### src/rtl/uart_receiver_pkg.sv
// Shared UART definitions: receiver state encodings, default bit timing and data width.
// Also used by the sender side so both ends agree on timing.
package uart_receiver_pkg;

  localparam int DATA_WIDTH           = 8;
  localparam int DEFAULT_CLKS_PER_BIT = 87;  // 10 MHz / 115200 baud

  typedef enum logic [2:0] {
    IDLE      = 3'd0,
    START_BIT = 3'd1,
    DATA_BITS = 3'd2,
    STOP_BIT  = 3'd3,
    CLEAN_UP  = 3'd4
  } rx_state_e;

  // Control state of the receiver; kept as one struct so checkers can bind to a single signal.
  typedef struct packed {
    rx_state_e  state;
    logic [2:0] bit_idx;
  } rx_fsm_t;

endpackage

### src/rtl/uart_rx_sync.sv
// Metastability synchroniser for the asynchronous rx pin.
// Presets to 1 so a reset looks like an idle line rather than a start bit.
module uart_rx_sync #(
  parameter int SYNC_STAGES = 2
) (
  input  logic clk,
  input  logic rst_n,
  input  logic rx,
  output logic rx_s
);

  logic [SYNC_STAGES-1:0] sync_q;

  always_ff @(posedge clk or negedge rst_n) begin
    if (!rst_n) begin
      sync_q <= '1;
    end else begin
      sync_q <= {sync_q[SYNC_STAGES-2:0], rx};
    end
  end

  assign rx_s = sync_q[SYNC_STAGES-1];

endmodule

### src/rtl/uart_receiver.sv
// 8N1 UART receiver, LSB first, with mid-bit sampling and stop-bit check.
// Output handshake: valid is a one-cycle strobe with no ready; data_out is captured that cycle and held until the next good frame.
module uart_receiver
  import uart_receiver_pkg::*;
#(
  parameter int CLKS_PER_BIT = DEFAULT_CLKS_PER_BIT,
  parameter int SYNC_STAGES  = 2
) (
  input  logic                  clk,
  input  logic                  rst_n,
  input  logic                  rx,
  output logic [DATA_WIDTH-1:0] data_out,
  output logic                  valid,
  output logic                  frame_err,
  output logic                  busy
);

  localparam int              CNT_W = $clog2(CLKS_PER_BIT);
  localparam logic [CNT_W-1:0] HALF = CNT_W'((CLKS_PER_BIT - 1) / 2);
  localparam logic [CNT_W-1:0] LAST = CNT_W'(CLKS_PER_BIT - 1);

  logic                  rx_s;
  rx_fsm_t               fsm, fsm_next;
  logic [CNT_W-1:0]      clk_cnt;
  logic [DATA_WIDTH-1:0] shift;
  logic                  valid_next;
  logic                  ferr_next;
  logic                  bit_done;

  uart_rx_sync #(
    .SYNC_STAGES (SYNC_STAGES)
  ) u_sync (
    .clk   (clk),
    .rst_n (rst_n),
    .rx    (rx),
    .rx_s  (rx_s)
  );

  assign bit_done = (clk_cnt == LAST);

  always_comb begin
    fsm_next   = fsm;
    valid_next = 1'b0;
    ferr_next  = 1'b0;
    case (fsm.state)
      IDLE: begin
        fsm_next.bit_idx = 3'd0;
        if (!rx_s) fsm_next.state = START_BIT;
      end
      START_BIT: begin
        // Re-check the line half a bit in; a high line here was only a glitch.
        if (clk_cnt == HALF) fsm_next.state = rx_s ? IDLE : DATA_BITS;
      end
      DATA_BITS: begin
        if (bit_done) begin
          fsm_next.bit_idx = fsm.bit_idx + 3'd1;
          if (fsm.bit_idx == 3'd7) fsm_next.state = STOP_BIT;
        end
      end
      STOP_BIT: begin
        if (bit_done) begin
          fsm_next.state = CLEAN_UP;
          valid_next     = rx_s;
          ferr_next      = !rx_s;
        end
      end
      CLEAN_UP: begin
        // Wait for the line to go high so a held-low break cannot start a new frame.
        if (rx_s) fsm_next.state = IDLE;
      end
      default: fsm_next.state = IDLE;
    endcase
  end

  always_ff @(posedge clk or negedge rst_n) begin
    if (!rst_n) begin
      fsm       <= '{state: IDLE, bit_idx: 3'd0};
      clk_cnt   <= '0;
      shift     <= '0;
      data_out  <= '0;
      valid     <= 1'b0;
      frame_err <= 1'b0;
    end else begin
      fsm       <= fsm_next;
      valid     <= valid_next;
      frame_err <= ferr_next;
      if (fsm_next.state != fsm.state || bit_done || fsm.state == IDLE) begin
        clk_cnt <= '0;
      end else begin
        clk_cnt <= clk_cnt + 1'b1;
      end
      if (fsm.state == DATA_BITS && bit_done) shift[fsm.bit_idx] <= rx_s;
      if (valid_next) data_out <= shift;
    end
  end

  assign busy = (fsm.state != IDLE);

endmodule

### config.mk
export PLATFORM = sky130hd
export DESIGN_NAME = uart_receiver
export DESIGN_NICKNAME = d
export VERILOG_FILES = /design/src/rtl/uart_receiver_pkg.sv /design/src/rtl/uart_rx_sync.sv /design/src/rtl/uart_receiver.sv
export SDC_FILE = /design/constraint.sdc
export NUM_CORES = 1
export LEC_CHECK = 0
export CAP_MARGIN = 20
export CORE_MARGIN = 4
export CORE_UTILIZATION = 40
export DETAILED_ROUTE_END_ITERATION = 8
export PLACE_DENSITY = 0.65
export RECOVER_POWER = 50
export SLEW_MARGIN = 20
export SYNTH_ARGS = -nofsm -noshare
export SYNTH_HDL_FRONTEND = slang
export SYNTH_SLANG_ARGS = --single-unit
export TNS_END_PERCENT = 1
### constraint.sdc
create_clock -name clk -period 3.7 [get_ports clk]
set_input_delay 0.74 -clock clk [delete_from_list [all_inputs] [get_ports clk]]
set_output_delay 0.74 -clock clk [all_outputs]
set_load 0.05 [all_outputs]
==> metrics.md <==
| Metric | Value |
|---|---|
| Die Y | 71.1 microns |
| Compound-gate portion of the synthesized area | 6.69% |
| Cts repair resizes | 0 |
| DRT Pass-1 Iters | 4 |
| Simple-Gate Fraction of Synth Area | a little under a fifth |
| Synth Area in XOR/XNOR | 2.75% |
| Largest net degree at the start of global routing | 34 |
| Min Clock Period, post-route | around 2700 ps |
| Outcome | finished, violations left |
| Total CTS buffers | 5 |
| Critical Path Start Type | register |
| Die X | between 70 and 80 microns |
| Top FF cell, synth | dfrtp_1 |
| DR WL/cell | around 15 microns |
| Initial core utilization | 42.5% |
| Num ports | 14 |
| Critical Path Stages | 3 |
| Mux contribution to synthesized area | 13.2% |
| Failing checks | capacitance limit, slew limit |
| Via Count | 1104 |
| Clk pin slew, worst setup/hold paths | 70 ps |
| Post-synth top area share | between 40% and 50% |
| Setup Buffers After CTS | 0 |
| PD cells | 414 nW/um^2 |
| Initial antenna violation count | 0 |
| Critical path type | register to output port |
| Gp weighted congestion | 0.928 |
| Number of synthesized flops with an enable pin | 0 |
| Dpl ws | 1130 ps |
| FMAX | between 300 and 400 MHz |
| Setup-failing EPs final | 0 |
| Synth area leader | dfrtp_1 |
| Skew final | roughly 5 ps |
| Detailed Place HPWL | approximately 2.1 mm |
| Clock H-tree levels | 2 |
| DRC | 0 |
| Utilization after layout | 49.7% |
| Syn_area_per_cell | between 10 and 15 sq um |
| Crit. End Element | output port |
| Layout area overhead | 16.9% |
| Overall Power | ~770 uW |
| Final setup TNS | 0 ps |
| Largest family of logic cells by synthesized area | simple AND/OR/NAND/NOR gates |
| Hold Crit Class | register to register |
| Req. time, crit path | 2960 ps |
| Yosys cell types | 36 |
| Ys Warns | 0 |
| Gr usage total | around 14% |
| Initial DRC Count | ~70 |
| FP Rows | 22 |
| Number of port buffers | 13 |
| Worst skew pair latency | 280 ps |
| # diodes | 0 |
| #FFs+latches synth | 33 |
| Mapped Nets | approximately 150 |
| Finished Cell Area | about 1900 sq um |
| DR vias/cell | roughly 5.5 |
| Gate count of the mapped netlist | 139 |
| Post-cts hold buffer count | 0 |
| Final Hold Fails | 0 |
| Crit path max-delay family | buffers and inverters |
| Post-route setup slack | 1030 ps |
| Unrepaired setup endpoints after global routing | no |
| Max FO, Critical Path | 13 |
| CTS tree | yes |
| Slew Limit Fails | 34 |
| Worst-Margin Slew | 1740 ps |
| Share of cells above drive strength 1 | 17.5% |
| Synth area leaders | dfrtp_1, mux2_4, mux2_2 |
| MaxCap Viol Count | 1 |
| Clk buf depth | 2 |
| Synthesized area | 1590 sq um |
| Leak Pwr | ~0.00087 uW |
| Relative slew margins | -16.0% |
| First-pass GRT wire length | 5.47 mm |
| Synth Area in Adders | 3.15% |
| Hold path depth | 0 |
| Asr flop ratio synth | 100% |
| Area of the multi-input gates | 706 sq um |
| Clock sink count | 33 |
| Total grt overflow | 0 |
| WL final | 2.97 mm |
| WP buf/inv | 2 |
| Number of global-route vias before repair | 1171 |
| Final worst-path cycle share | 72.1% |
| Die area | approximately 5000 sq um |
| Register area share after synthesis | 52.1% |
| Critical-path top delay cell | clkdlybuf4s50_1 |
| Root Buffer | clkbuf_8 |
| Fill cells | 354 |
| Placed instance area | 1750 sq um |
| Peak supply drop | 254 uV |
| Slowest stage delay, CP | 800 ps |
| Crit path DAT | 1930 ps |
| Final net count | 160 |
| Core box area | between 3000 and 4000 sq um |
| Storage cell area | 828 sq um |
| Crit-path cells | inv_1 > nand2_1 > clkdlybuf4s50_1 |
| Antenna-violating nets left | 0 |
| FF-to-FF path depth | 4 |
-- metrics by stage --
step	hold WS (ps)	cells
4_1_cts	358	202
6_report	356	202
3_3_place_gp	347	194
2_1_floorplan	345	139
3_5_place_dp	349	194
5_1_grt	364	202
-- kinds of logic (layout without fill, tap and decap cells) --
family,count (synthesis),after routing
simple gates,54,54
flops,33,33
compound gates,16,16
mux,16,16
buf+inv,11,26
xor+xnor,5,5
fa+ha+maj,4,4
-- layer usage --
metal | GRT usage [%] | vias up | routed length [microns]
met3 | 5.40 | 6 | 172
met4 | 5.01 | 0 | 33
met5 | 0 | - | 0
li1 | - | 527 | -
met2 | 21.0 | 36 | 1380
met1 | 17.5 | 535 | 1380
-- sequential cells by signal, indices dropped and copies added, names as in the netlist --
| signal | cells |
|---|---|
| data_out | 8 |
| frame_err | 1 |
| fsm | 6 |
| u_sync.sync_q | 2 |
| valid | 1 |
| clk_cnt | 7 |
| shift | 8 |
-- power breakdown --
| group | internal (uW) | switching (uW) |
|---|---|---|
| clock network | 219 | 124 |
| registers | 370 | 11.6 |
| logic | 15.7 | 29.9 |
| total | 605 | 166 |
-- cells in the final DEF, fill, tap and decap left out, types with 3 or more instances in the layout --
cell type | netlist | routed
a211oi_1 | 5 | 5
and3_1 | 3 | 3
clkbuf_8 | 0 | 6
clkdlybuf4s50_1 | 0 | 11
dfrtp_1 | 31 | 31
ha_1 | 4 | 4
inv_1 | 4 | 4
mux2_2 | 8 | 8
mux2_4 | 8 | 8
nand2_1 | 10 | 10
nand3_1 | 8 | 8
nand4_1 | 7 | 7
nor2_1 | 8 | 8
nor3_1 | 3 | 3
nor3b_1 | 6 | 6
o21ai_0 | 3 | 4
xor2_1 | 3 | 3
-- Yosys cell counts (2+ instances only) --
cell      instances
a21oi_1           2
mux2_2            8
nor3_1            3
a211oi_1          5
xor2_1            3
nor2_1            8
nand4_1           7
nor3b_1           6
xnor2_1           2
o21ai_0           3
ha_1              4
nand2_1          10
nand3_1           8
and3_1            3
inv_1             4
dfrtp_1          31
dfstp_2           2
clkbuf_1          5
mux2_4            8
-- layout make-up --
class	count	area share, %
clock inverters	1	1.62
repair buffers	14	7.20
flip-flops and latches	33	44.5
inverters	4	0.808
multi-input cells	95	38.0
clock buffers	7	4.64
well taps	48	3.23
-- path summary, 6_finish.rpt --
kind                                          to        startpoint  slack [ps]
worst min-delay path            u_sync.sync_q[1]  u_sync.sync_q[0]         360
worst min register to register  u_sync.sync_q[1]  u_sync.sync_q[0]         360
max in group asynchronous             clk_cnt[5]             rst_n        1240
worst max register to register       data_out[1]            fsm[4]        1120
min in group asynchronous             clk_cnt[2]             rst_n        1460
worst max-delay path                        busy            fsm[4]        1030
(Power assumes the default switching activity.)
